==> src/rtl/spi_pkg.sv <==
// -----------------------------------------------------------------------------
// spi_pkg
// Shared definitions for the SPI configuration slave:
//   - spi_state_t     : FSM state encodings (IDLE, LOAD, SHIFT)
//   - EDGE_RISE/FALL  : edge-select constants
//   - sample_edge_sel : picks which SCLK edge samples MOSI for a CPOL/CPHA pair
// -----------------------------------------------------------------------------
package spi_pkg;

  typedef enum logic [1:0] {
    ST_IDLE  = 2'd0,
    ST_LOAD  = 2'd1,
    ST_SHIFT = 2'd2
  } spi_state_t;

  localparam logic EDGE_RISE = 1'b1;
  localparam logic EDGE_FALL = 1'b0;

  // The leading edge is rising for CPOL=0 and falling for CPOL=1. CPHA=0
  // samples on the leading edge, CPHA=1 on the trailing edge, so the sample
  // edge is rising exactly when CPOL and CPHA agree.
  function automatic logic sample_edge_sel(input logic cpol, input logic cpha);
    logic sel_v;
    if (cpol == cpha) begin
      sel_v = EDGE_RISE;
    end else begin
      sel_v = EDGE_FALL;
    end
    return sel_v;
  endfunction

endpackage

==> src/rtl/spi_sync.sv <==
// -----------------------------------------------------------------------------
// spi_sync
// Two-flop synchroniser followed by a history flop and registered edge pulses
// for one asynchronous pin. A pin change is reflected on level/rise/fall three
// clk edges later; level and the edge pulses change on the same edge, so
// they stay mutually consistent for the consumer.
// Ports:
//   clk   : system clock
//   rst   : synchronous active-high reset (flops go to RST_VAL, pulses to 0)
//   din   : asynchronous pin
//   level : synchronised pin level (history flop)
//   rise  : one-cycle pulse on a synchronised 0->1 transition
//   fall  : one-cycle pulse on a synchronised 1->0 transition
// -----------------------------------------------------------------------------
module spi_sync
  import spi_pkg::*;
#(
  parameter logic RST_VAL = 1'b0
) (
  input  logic clk,
  input  logic rst,
  input  logic din,
  output logic level,
  output logic rise,
  output logic fall
);

  logic meta_r;
  logic sync_r;
  logic hist_r;
  logic rise_r;
  logic fall_r;

  // Synchroniser chain, history flop and registered edge detection.
  always_ff @(posedge clk) begin
    if (rst) begin
      meta_r <= RST_VAL;
      sync_r <= RST_VAL;
      hist_r <= RST_VAL;
      rise_r <= 1'b0;
      fall_r <= 1'b0;
    end else begin
      meta_r <= din;
      sync_r <= meta_r;
      hist_r <= sync_r;
      rise_r <= sync_r & ~hist_r;
      fall_r <= ~sync_r & hist_r;
    end
  end

  assign level = hist_r;
  assign rise  = rise_r;
  assign fall  = fall_r;

endmodule

==> src/rtl/spi_slave_cfg.sv <==
// -----------------------------------------------------------------------------
// spi_slave_cfg
// Parameterisable SPI slave (all four CPOL/CPHA modes, MSB- or LSB-first)
// running entirely in the clk domain. SCLK, MOSI and SEL_ are oversampled
// through spi_sync; SCLK half-period must be at least 4 clk cycles.
// Ports:
//   clk, rst     : clock and synchronous active-high reset
//   ucSCLK       : SPI clock from the master (asynchronous)
//   ucMOSI       : serial data from the master
//   ucSEL_       : active-low chip select
//   ucMISO       : serial data to the master (0 when not enabled)
//   ucMISO_oe    : MISO output enable, high while selected
//   data_in      : next word to transmit, captured in LOAD
//   tx_ack       : one-cycle pulse when data_in is captured
//   data_out     : last complete received word
//   rx_valid     : one-cycle pulse when data_out updates
//   frame_err    : one-cycle pulse when a partial word is deselected
//   busy         : high while the FSM is not idle
// -----------------------------------------------------------------------------
module spi_slave_cfg
  import spi_pkg::*;
#(
  parameter int WIDTH     = 32'd8,
  parameter int CPOL      = 32'd0,
  parameter int CPHA      = 32'd0,
  parameter int MSB_FIRST = 32'd1
) (
  input  logic             clk,
  input  logic             rst,
  input  logic             ucSCLK,
  input  logic             ucMOSI,
  input  logic             ucSEL_,
  output logic             ucMISO,
  output logic             ucMISO_oe,
  input  logic [WIDTH-1:0] data_in,
  output logic             tx_ack,
  output logic [WIDTH-1:0] data_out,
  output logic             rx_valid,
  output logic             frame_err,
  output logic             busy
);

  localparam int               CNT_W       = (WIDTH > 32'd2) ? $clog2(WIDTH) : 32'd1;
  localparam logic [CNT_W-1:0] LAST_BIT    = CNT_W'(WIDTH - 32'd1);
  localparam logic             SAMPLE_EDGE = sample_edge_sel(CPOL != 32'd0, CPHA != 32'd0);

  // Next bit to present on MISO from the tx shift register.
  function automatic logic tx_bit(input logic [WIDTH-1:0] sr);
    logic b_v;
    if (MSB_FIRST != 32'd0) begin
      b_v = sr[WIDTH-1];
    end else begin
      b_v = sr[0];
    end
    return b_v;
  endfunction

  // Tx shift register after removing the bit just presented.
  function automatic logic [WIDTH-1:0] tx_shift(input logic [WIDTH-1:0] sr);
    logic [WIDTH-1:0] s_v;
    if (MSB_FIRST != 32'd0) begin
      s_v = {sr[WIDTH-2:0], 1'b0};
    end else begin
      s_v = {1'b0, sr[WIDTH-1:1]};
    end
    return s_v;
  endfunction

  // Rx shift register with one more sampled bit appended in wire order.
  function automatic logic [WIDTH-1:0] rx_shift(input logic [WIDTH-1:0] sr, input logic b);
    logic [WIDTH-1:0] s_v;
    if (MSB_FIRST != 32'd0) begin
      s_v = {sr[WIDTH-2:0], b};
    end else begin
      s_v = {b, sr[WIDTH-1:1]};
    end
    return s_v;
  endfunction

  // Synchronised pin views.
  logic sclk_lvl_s, sclk_rise_s, sclk_fall_s;
  logic mosi_lvl_s, mosi_rise_s, mosi_fall_s;
  logic sel_lvl_s,  sel_rise_s,  sel_fall_s;
  logic sample_s;
  logic shift_s;
  logic unused_s;

  // FSM and datapath state.
  spi_state_t       state_r;
  logic [CNT_W-1:0] cnt_r;
  logic [WIDTH-1:0] tx_sr_r;
  logic [WIDTH-1:0] rx_sr_r;
  logic [WIDTH-1:0] data_out_r;
  logic             miso_r;
  logic             tx_ack_r;
  logic             rx_valid_r;
  logic             frame_err_r;
  logic             busy_r;
  logic [1:0]       flush_cnt_r;
  logic             armed_r;

  spi_sync #(.RST_VAL(CPOL != 32'd0)) u_sync_sclk (
    .clk   (clk),
    .rst   (rst),
    .din   (ucSCLK),
    .level (sclk_lvl_s),
    .rise  (sclk_rise_s),
    .fall  (sclk_fall_s)
  );

  spi_sync #(.RST_VAL(1'b0)) u_sync_mosi (
    .clk   (clk),
    .rst   (rst),
    .din   (ucMOSI),
    .level (mosi_lvl_s),
    .rise  (mosi_rise_s),
    .fall  (mosi_fall_s)
  );

  spi_sync #(.RST_VAL(1'b1)) u_sync_sel (
    .clk   (clk),
    .rst   (rst),
    .din   (ucSEL_),
    .level (sel_lvl_s),
    .rise  (sel_rise_s),
    .fall  (sel_fall_s)
  );

  // Pin views that this block has no use for.
  assign unused_s = &{1'b0, sclk_lvl_s, mosi_rise_s, mosi_fall_s, sel_rise_s};

  assign sample_s = (SAMPLE_EDGE == EDGE_RISE) ? sclk_rise_s : sclk_fall_s;
  assign shift_s  = (SAMPLE_EDGE == EDGE_RISE) ? sclk_fall_s : sclk_rise_s;

  // Re-arm gate: after reset the SEL_ synchroniser starts at 1, so a select
  // held low across reset would look like a new falling edge. Only accept a
  // falling edge once the chain has flushed and SEL_ has really been high.
  always_ff @(posedge clk) begin
    if (rst) begin
      flush_cnt_r <= 2'd0;
      armed_r     <= 1'b0;
    end else begin
      if (flush_cnt_r != 2'd3) begin
        flush_cnt_r <= flush_cnt_r + 2'd1;
      end else begin
        flush_cnt_r <= flush_cnt_r;
      end
      armed_r <= armed_r | ((flush_cnt_r == 2'd3) & sel_lvl_s);
    end
  end

  // Main FSM: IDLE -> LOAD -> SHIFT (-> LOAD per word), deselect -> IDLE.
  always_ff @(posedge clk) begin
    if (rst) begin
      state_r     <= ST_IDLE;
      cnt_r       <= '0;
      tx_sr_r     <= '0;
      rx_sr_r     <= '0;
      data_out_r  <= '0;
      miso_r      <= 1'b0;
      tx_ack_r    <= 1'b0;
      rx_valid_r  <= 1'b0;
      frame_err_r <= 1'b0;
      busy_r      <= 1'b0;
    end else begin
      tx_ack_r    <= 1'b0;
      rx_valid_r  <= 1'b0;
      frame_err_r <= 1'b0;
      case (state_r)
        ST_IDLE: begin
          // SCLK activity is ignored here; only a fresh select starts a frame.
          if (sel_fall_s && armed_r) begin
            state_r <= ST_LOAD;
            busy_r  <= 1'b1;
          end else begin
            state_r <= ST_IDLE;
            busy_r  <= 1'b0;
          end
        end
        ST_LOAD: begin
          if (sel_lvl_s) begin
            state_r <= ST_IDLE;
            busy_r  <= 1'b0;
            cnt_r   <= '0;
            rx_sr_r <= '0;
            miso_r  <= 1'b0;
          end else begin
            tx_ack_r <= 1'b1;
            cnt_r    <= '0;
            state_r  <= ST_SHIFT;
            if (CPHA == 32'd0) begin
              // First bit must already be on the wire for the leading edge.
              miso_r  <= tx_bit(data_in);
              tx_sr_r <= tx_shift(data_in);
            end else begin
              // First bit goes out on the first leading edge.
              tx_sr_r <= data_in;
            end
          end
        end
        ST_SHIFT: begin
          if (sel_lvl_s) begin
            // A deselect landing on the final sample still completes the word.
            if (sample_s && (cnt_r == LAST_BIT)) begin
              data_out_r <= rx_shift(rx_sr_r, mosi_lvl_s);
              rx_valid_r <= 1'b1;
            end else if (cnt_r != '0) begin
              frame_err_r <= 1'b1;
            end else begin
              frame_err_r <= 1'b0;
            end
            state_r <= ST_IDLE;
            busy_r  <= 1'b0;
            cnt_r   <= '0;
            rx_sr_r <= '0;
            miso_r  <= 1'b0;
          end else begin
            if (sample_s) begin
              rx_sr_r <= rx_shift(rx_sr_r, mosi_lvl_s);
              if (cnt_r == LAST_BIT) begin
                data_out_r <= rx_shift(rx_sr_r, mosi_lvl_s);
                rx_valid_r <= 1'b1;
                cnt_r      <= '0;
                state_r    <= ST_LOAD;
              end else begin
                cnt_r <= cnt_r + CNT_W'(1);
              end
            end else begin
              rx_sr_r <= rx_sr_r;
            end
            // With CPHA=0 the trailing edge that follows the previous word's
            // last sample arrives after LOAD; cnt_r==0 marks it as stale.
            if (shift_s && ((CPHA != 32'd0) || (cnt_r != '0))) begin
              miso_r  <= tx_bit(tx_sr_r);
              tx_sr_r <= tx_shift(tx_sr_r);
            end else begin
              miso_r <= miso_r;
            end
          end
        end
        default: begin
          state_r <= ST_IDLE;
          busy_r  <= 1'b0;
          cnt_r   <= '0;
          rx_sr_r <= '0;
          miso_r  <= 1'b0;
        end
      endcase
    end
  end

  assign ucMISO_oe = ~sel_lvl_s;
  assign ucMISO    = miso_r & ~sel_lvl_s;
  assign tx_ack    = tx_ack_r;
  assign data_out  = data_out_r;
  assign rx_valid  = rx_valid_r;
  assign frame_err = frame_err_r;
  assign busy      = busy_r;

endmodule

==> config.mk <==
export PLATFORM = sky130hd
export DESIGN_NAME = spi_slave_cfg
export DESIGN_NICKNAME = d
export VERILOG_FILES = /design/src/rtl/spi_pkg.sv /design/src/rtl/spi_sync.sv /design/src/rtl/spi_slave_cfg.sv
export SDC_FILE = /design/constraint.sdc
export NUM_CORES = 1
export LEC_CHECK = 0
export ABC_AREA = 1
export BUFFER_PORTS_ARGS = -buffer_cell sky130_fd_sc_hd__buf_2
export CORE_ASPECT_RATIO = 1.5
export CORE_UTILIZATION = 55
export DETAILED_ROUTE_END_ITERATION = 6
export GPL_TIMING_DRIVEN = 0
export PLACE_DENSITY = 0.76
export SLEW_MARGIN = 30
export SYNTH_ARGS = -nofsm -noshare
export SYNTH_HDL_FRONTEND = slang
export SYNTH_HIERARCHICAL = 1
export SYNTH_SLANG_ARGS = --single-unit
==> constraint.sdc <==
create_clock -name clk -period 2.6 [get_ports clk]
set_input_delay 0.26 -clock clk [delete_from_list [all_inputs] [get_ports clk]]
set_output_delay 0.26 -clock clk [all_outputs]
set_load 0.05 [all_outputs]
==> results by group, run 1 <==
Power
  – Pwr Total: 0.00132 W
  – P_int: around 0.0010 W
  – Seq pwr share: between 50 and 60%
  – Clock power share: 39.1%
  – Peak VDD IR: 0.534 mV
  – Switching share of power: a little over a fifth
  – Switch Pwr: 0.000277 W
  – Combinational power share: approximately 4.5%
  – Power per cell area: 575 nW/um2
  – Leakage dissipation: 1.11 nW

Routing
  – Routed wire length: 3760 um
  – Via count: between 1.5k and 2k
  – Drt drc: 0
  – Via/cell ratio: 4.79
  – Drt pass-1 iters: 5
  – 1st-iter DRT viols: 40
  – DRT antenna net count: 0
  – Avg WL per Cell: 10.9 um

Logic synthesis
  – Post-synthesis instance area: 2000 um2
  – Mapped Nets: 291
  – Syn Area/Cell: 7.41 um2
  – Ys Warns: 6
  – Cells after synthesis: 270

Global route
  – First-pass GRT wire length: 6150 um
  – Initial antenna violation count: 0
  – Largest net degree at the start of global routing: 15
  – Remaining global-route overflow: 0
  – GRT Util Overall: 21.8%
  – Vias in the first global route: 1,467

Die
  – Die width: 51.2 um
  – Row Count: 26
  – Initial Util: between 50% and 60%
  – Full die area: between 3000 and 4000 um2
  – Die Ht: 75.8 um
  – IO Pins: 27
  – Core area: 3450 um2

Worst setup path
  – Worst Setup End Kind: flip-flop
  – Crit path from: cnt_r[0]
  – Setup crit end: data_out[5]
  – Reg2reg path depth: 7
  – Critical path class: reg -> reg
  – Critical path arrival: around 1800 ps
  – Worst-path fanout max: 10
  – WP data required: 2830 ps
  – Reg-to-Reg End: data_out[5]
  – Crit start category: flip-flop
  – Reg2reg start: cnt_r[0]
  – Reg-to-reg slack, setup: 1050 ps

Timing
  – Pin slew with the least headroom to its limit: slightly above 500 ps
  – Fin crit period: 1550 ps
  – RSZ-0062 raised after global routing: false
  – Fin. max-slew vios: 0
  – Tcrit/Tclk final: between 50% and 60%
  – F_max: 643 MHz
  – Setup TNS: 0 ps
  – Hold Fails Final Rpt: 0
  – Rel. slew slack: 65.8%
  – Clk_skew: 9.31 ps
  – Final setup violation count: 0

Hold path
  – HP Class: in -> reg

Clocking
  – Total CTS buffers: 5
  – CTS Buffer Depth: 2
  – Clock Latency Late Sink: 300 ps
  – Root Driver: clkbuf_8
  – Hold-fix buffers at CTS: 0
  – CTS tree: done
  – Setup bufs post-CTS: 0
  – Post-CTS resize count: 0
  – # clock sinks: 47
  – Reg clk slew, reported paths: roughly 90 ps
  – Htree depth: 2

Place
  – GPL Wtd Cong: 0.856
  – Post-DP HPWL: between 2000 and 3000 um
  – Port buffer count: 26

Final layout
  – N_diodes: 0
  – Commonest non-fill, non-tap cell in the layout: nand2_1
  – Proportion of layout cells with a drive suffix above 1: between 10% and 20%
  – Nets: approximately 320
  – Synthesis-to-finish area growth: 14.5%
  – Commonest non-fill, non-tap cells in the layout: nand2_1, dfxtp_1, nor2_1

Run status
  – Status: finished, final reports clean

Job
  – Total of max-cap violations: 0
## layout make-up
class                           count  area, um2
Fill cell                         327       1160
Sequential cell                    47        941
Multi-Input combinational cell    185        887
Timing Repair Buffer               26        130
Inverter                           30        115
Clock buffer                        5       68.8
Buffer                              8       56.3
Tap cell                           42       52.6
Clock inverter                      2       37.5
## through the flow
step / worst slack [ps] / utilization [%] / area, um2 / hold slack [ps] / cells
2_1_floorplan: 1310 / - / 2000 / 331 / 270
3_5_place_dp: 1070 / 63.3 / 2180 / 397 / 338
4_1_cts: 1040 / 66.4 / 2290 / 133 / 345
3_3_place_gp: 1120 / 63.3 / 2180 / 390 / 338
5_1_grt: 922 / 66.4 / 2290 / 126 / 345
6_report: 1050 / 66.4 / 2290 / 138 / 345
## worst min path at each step
stage,start,to,cells after the start,slack (ps)
3_5_place_dp,u_sync_sclk/meta_r,u_sync_sclk/sync_r,2,400
3_3_place_gp,u_sync_mosi/meta_r,u_sync_mosi/sync_r,2,390
4_1_cts,ucSEL_,u_sync_sel/meta_r,2,130
2_1_floorplan,rst,u_sync_mosi/meta_r,1,330
6_report,ucSEL_,u_sync_sel/meta_r,2,140
5_1_grt,ucSEL_,u_sync_sel/meta_r,2,130
## power by group through the flow
stage	combinational [W]	sequential, W	clock [W]
4_1_cts	0.0000602	0.000743	0.000524
5_1_grt	0.0000698	0.000744	0.000558
3_3_place_gp	0.0000577	0.000759	0
2_1_floorplan	0.0000390	0.000758	0
6_report	0.0000593	0.000742	0.000515
3_5_place_dp	0.0000601	0.000759	0
## registers in the layout (all words and copies together) (netlist names)
| signal | cells |
|---|---|
| u_sync_sel/level | 1 |
| rx_sr_r | 7 |
| busy | 1 |
| u_sync_mosi/sync_r | 1 |
| data_out | 8 |
| u_sync_mosi/level | 1 |
| u_sync_sel/meta_r | 1 |
| u_sync_sclk/sync_r | 1 |
| u_sync_sclk/level | 1 |
| u_sync_sclk/meta_r | 1 |
| cnt_r | 3 |
| tx_sr_r | 7 |
| flush_cnt_r | 2 |
| tx_ack | 1 |
| u_sync_sel/fall | 1 |
| armed_r | 1 |
| miso_r | 1 |
| u_sync_mosi/meta_r | 1 |
| state_r | 2 |
| rx_valid | 1 |
| u_sync_sclk/fall | 1 |
| u_sync_sel/sync_r | 1 |
| frame_err | 1 |
| u_sync_sclk/rise | 1 |
## worst max-delay path, stage by stage (launching register included)
cell and delay [ps]:
dfxtp_1 340, ha_1 200, ha_1 190, nand2_1 130
inv_2 120, nand2_1 250, nand2_1 100, a21oi_1 150
## per-layer routing
layer,global-route usage [%],part of all wire [%],vias to the layer above
li1,-,-,901
met3,5.99,3.0,10
met4,11.1,2.6,0
met5,0,0,-
met1,23.6,47,713
met2,38.6,48,30
No activity file was read; power rests on OpenSTA's default activity.
==> run 2, diff against run 1 <==
- ABC_AREA: 1 -> 0
- PLACE_DENSITY: 0.76 -> 0.77
- clock period: 2.6 -> 1.5 ns (I/O delays scaled with it)
==> run 2 against run 1 <==
Compared with the run above: the run now ends with negative setup slack left; setup slack got worse by 1100 ps; final cell count decreased by 17%; critical path depth decreased by 1; maximum frequency increased by 0.20%; first-iteration DRC count increased by 28%; combinational power increased by 77%; clock skew decreased by 1.2 ps; routed wire length increased by 11%; register-to-register slack got worse by 1100 ps.
==> results by group, run 2 <==
Routing
  – Avg WL per Cell: between 10 and 15 um
  – Drt pass-1 iters: 4
  – DRT antenna net count: 0
  – Via/cell ratio: 5.39
  – 1st-iter DRT viols: 51
  – Routed wire length: 4180 um
  – Via count: between 1.5k and 2k
  – Drt drc: 0

Timing
  – RSZ-0062 raised after global routing: true
  – Rel. slew slack: about three fifths
  – Pin slew with the least headroom to its limit: roughly 600 ps
  – Worst Slack Setup Final: -51.3 ps
  – Final setup violation count: 14
  – Fin. max-slew vios: 0
  – Clk_skew: 8.09 ps
  – F_max: roughly 640 MHz
  – Tcrit/Tclk final: 103%
  – Fin crit period: around 1600 ps
  – Hold Fails Final Rpt: 0

Worst setup path
  – WP data required: 1700 ps
  – Critical path class: reg -> reg
  – Slowest cell delay on critical path: 390 ps
  – Top delay family on crit path: flip-flops
  – Slowest library cell on the worst path: dfxtp_4
  – Worst Setup End Kind: flip-flop
  – Buf/Inv on CP: 1
  – CP cell instances: inv_4 > ha_4 > nor2b_4 > o21a_1 > nor2_4 > mux2_4
  – Worst-path fanout max: 6
  – Critical path arrival: 1750 ps
  – Crit start category: flip-flop

Power
  – Leakage dissipation: 0.932 nW
  – Power per cell area: 900 nW/um2
  – Peak VDD IR: 0.794 mV

Global route
  – GRT Util Overall: 24.5%
  – Initial antenna violation count: 0
  – Largest net degree at the start of global routing: 17
  – First-pass GRT wire length: 6660 um
  – Vias in the first global route: 1,490
  – Remaining global-route overflow: 0

Place
  – Port buffer count: 26
  – GPL Wtd Cong: 0.808
  – Placed cell count: about 270
  – Post-DP HPWL: 2540 um

Final layout
  – Commonest non-fill, non-tap cells in the layout: dfxtp_1, nand2_1, buf_2
  – FILL cells: 261
  – Commonest non-fill, non-tap cell in the layout: dfxtp_1
  – N_diodes: 0
  – Largest register FFs: 8
  – Core Util, Final: 75.1%
  – Nets: 266
  – Synthesis-to-finish area growth: 27.8%
  – Layout Cells excl Fill: 286
  – Proportion of layout cells with a drive suffix above 1: 33.3%

Logic synthesis
  – Mapped Nets: approximately 220
  – Syn Area/Cell: between 9 and 10 um2
  – Ys Warns: 6
  – Cells after synthesis: 201
  – Post-synthesis instance area: 1890 um2

Clocking
  – Total CTS buffers: 5
  – Clock Latency Late Sink: 310 ps
  – Htree depth: 2
  – # clock sinks: 47
  – Hold-fix buffers at CTS: 0
  – Reg clk slew, reported paths: 90 ps
  – CTS tree: done
  – Root Driver: clkbuf_8
  – CTS Buffer Depth: 2

Hold path
  – HP Class: in -> reg

Die
  – IO Pins: 27
  – Full die area: between 3000 and 4000 um2
  – Die Ht: 73.8 um
  – Initial Util: 58.7%
  – Core area: 3220 um2
  – Die width: 49.9 um
  – Row Count: 25

Run status
  – Status: finished with violations
  – Violated checks: negative setup slack

Job
  – Total of max-cap violations: 0
[run 2: metrics by stage]
step           total power, W  TNS, ps  hold WS (ps)  instance area, um2  worst slack, ps
2_1_floorplan         0.00138    -35.1           222                1910            -32.8
3_3_place_gp          0.00141    -1280           332                2090             -205
3_5_place_dp          0.00142    -1520           333                2090             -230
4_1_cts               0.00217    -29.3          9.37                2340            -22.2
5_1_grt               0.00226    -1060          28.7                2420            -93.1
6_report              0.00218     -214          14.5                2420            -51.3
[run 2: final timing paths]
path         slack [ps]                 to  depth (start not counted)               from
max                 -50         rx_sr_r[0]                          6         state_r[0]
min                  10  u_sync_sel/meta_r                          2             ucSEL_
max reg2reg         -50         rx_sr_r[0]                          6         state_r[0]
min reg2reg         420  u_sync_sel/sync_r                          1  u_sync_sel/meta_r
[run 2: area by class of cell]
cell class              instances  area [um2]  area share (%)
flip-flops and latches         47         952            39.4
multi-input cells             138         990            40.9
well taps                      40        50.0            2.07
clock inverters                 3        25.0            1.03
repair buffers                 38         239            9.88
plain buffers                   8        60.1            2.48
inverters                       7        33.8            1.40
clock buffers                   5        68.8            2.85
[run 2: routing by layer]
metal | routed length, um | GRT usage, % | part of all wire, % | vias up
li1 | - | - | - | 775
met1 | 1710 | 25.9 | 41 | 727
met2 | 2280 | 45.8 | 55 | 32
met3 | 120 | 5.38 | 2.9 | 7
met4 | 75 | 10.5 | 1.8 | 0
met5 | 0 | 0 | 0 | -
[run 2: where the power goes]
part	internal (W)	switching (W)	total, W	leakage, nW
Sequential	0.00127	0.0000159	0.00129	0.383
Combinational	0.0000455	0.0000593	0.000105	0.505
Clock	0.000333	0.000451	0.000785	0.0443
[run 2: what timing repair did]
item,CTS,global route
buffers inserted,11,0
gates resized for setup,19,23
endpoints found under the hold margin,0,0
gates cloned,1,0
pin swaps,5,5
endpoints found under the setup margin,24,29
==> run 3, diff against run 2 <==
- GPL_TIMING_DRIVEN: 0 -> default
- TNS_END_PERCENT: default -> 10
==> run 3 against run 2 <==
Compared with the run above: the run still ends with negative setup slack left; via count increased by 2.5%; design area fell by 0.72%; sequential share of layout area grew 0.13 points; flip-flop and latch count is the same; utilization fell by 0.54 points; setup slack gained 38 ps; final cell count grew 0.35%; first-iteration DRC count increased by 2.0%; hold slack better by 3.4 ps; register-to-register slack gained 40 ps; critical path depth stayed put; routed wire length down 1.2%; critical endpoint is now miso_r; highest routed layer unchanged.
==> results by group, run 3 (same netlist as run 2, synthesis figures left out) <==
Routing
  – Avg WL per Cell: 14.4 um
  – Highest Signal Layer: met4
  – Via count: 1,580
  – Met3 wire len: between 100 and 150 um
  – M1 WL: 1590 um
  – Metal2 WL: 2290 um
  – 1st-iter DRT viols: 52
  – DRT antenna net count: 0
  – Via/cell ratio: between 5 and 6
  – Drt drc: 0
  – Routed wire length: 4130 um
  – Drt pass-1 iters: 4

Job
  – Total of max-cap violations: 0

Timing
  – F_max: around 660 MHz
  – Hold Fails Final Rpt: 0
  – RSZ-0062 raised after global routing: true
  – Worst Slack Setup Final: -13.5 ps
  – Rel. slew slack: between 70% and 80%
  – Fin. max-slew vios: 0
  – Fin crit period: approximately 1500 ps
  – Final setup violation count: 3
  – Pin slew with the least headroom to its limit: 388 ps
  – Clk_skew: 10.7 ps
  – Tcrit/Tclk final: 101%
  – Worst hold slack: roughly 18 ps

Final layout
  – Proportion of layout cells with a drive suffix above 1: 32.8%
  – Register area: 948 um2
  – Synthesis-to-finish area growth: 26.9%
  – Commonest non-fill, non-tap cells in the layout: dfxtp_1, nand2_1, buf_2
  – Commonest non-fill, non-tap cell in the layout: dfxtp_1
  – FILL cells: 243
  – Core Util, Final: 74.5%
  – Nets: approximately 270
  – N_diodes: 0
  – Largest register FFs: 8
  – Area occupied by multi-input gates: slightly below 1000 um2

Worst setup path
  – Crit path from: state_r[0]
  – Critical path arrival: 1750 ps
  – Worst-path fanout max: 6
  – Reg2reg path depth: 6
  – Crit start category: flip-flop
  – Setup crit end: miso_r
  – Reg2reg start: state_r[0]
  – Critical path class: reg -> reg
  – Reg-to-reg slack, setup: -10 ps
  – Reg-to-Reg End: miso_r
  – WP data required: 1740 ps
  – Worst Setup End Kind: flip-flop

Hold path
  – Hold Path Origin: ucSEL_
  – HP Class: in -> reg

Die
  – Die Ht: 73.8 um
  – Full die area: 3680 um2
  – Die width: ~50 um
  – Core area: 3220 um2
  – IO Pins: 27
  – Initial Util: 58.7%
  – Row Count: 25

Clocking
  – Hold-fix buffers at CTS: 0
  – Reg clk slew, reported paths: 90 ps
  – # clock sinks: 47
  – CTS Buffer Depth: 2
  – Clock Latency Late Sink: ~310 ps
  – Htree depth: 2
  – Total CTS buffers: 5
  – CTS tree: done
  – Root Driver: clkbuf_8

Run status
  – Status: finished with violations
  – Violated checks: negative setup slack

Power
  – Power per cell area: 897 nW/um2
  – Leakage dissipation: 0.946 nW
  – Peak VDD IR: 1.08 mV

Global route
  – Remaining global-route overflow: 0
  – Initial antenna violation count: 0
  – GRT Util Overall: 23.3%
  – First-pass GRT wire length: approximately 6300 um
  – Vias in the first global route: 1,481
  – Largest net degree at the start of global routing: 42

Place
  – Port buffer count: 26
  – GPL Wtd Cong: 0.819
  – Post-DP HPWL: 2810 um
## run 3: through the flow
stage | total power (W) | std cells | setup slack, ps | TNS [ps] | instance area (um2)
finish | 0.00215 | 287 | -13.5 | -20.6 | 2400
global route | 0.00223 | 287 | -115 | -270 | 2400
CTS | 0.00216 | 282 | -16.1 | -16.1 | 2300
detailed placement | 0.00142 | 274 | -229 | -1410 | 2160
global placement | 0.00141 | 274 | -48.1 | -318 | 2160
floorplan | 0.00138 | 201 | -32.8 | -35.1 | 1910
## run 3: cell type report
class	count	share of cell area [%]
multi-input combinational	139	41.4
sequential	47	39.5
tap	40	2.08
clock inverter	3	0.938
timing repair buffer	46	12.1
clock buffer	5	2.87
inverter	7	1.09
## run 3: worst min path at each step
stage,cells past startpoint,to
after floorplan,1,u_sync_mosi/level
after global placement,2,u_sync_sel/meta_r
after detailed placement,2,u_sync_sel/meta_r
after CTS,2,u_sync_sel/meta_r
after global routing,2,u_sync_sel/meta_r
final,2,u_sync_sel/meta_r
## run 3: per-layer routing
metal / global-route usage, % / vias up
met5: 0 / -
met4: 11.1 / 0
met3: 5.80 / 12
met2: 45.5 / 44
met1: 22.2 / 743
li1: - / 781
## run 3: critical path, stage by stage, from the launching register on
cell and delay [ps]:
dfxtp_4 360, inv_2 70, ha_4 170, buf_4 140, a22oi_1 80, or4_1 460
a21oi_1 170
## run 3: where the power goes
group	internal (W)	switching [W]	total, W	leakage [nW]
clock	0.000334	0.000431	0.000765	0.0485
combinational	0.0000460	0.0000552	0.000101	0.515
sequential	0.00127	0.0000158	0.00129	0.382
## run 3: repair_timing
| action | in CTS | in global routing |
|---|---|---|
| endpoints found under the setup margin | 25 | 23 |
| resized for setup | 14 | 14 |
| cloned | 0 | 1 |
| setup buffers | 0 | 4 |
| pin swaps | 4 | 3 |
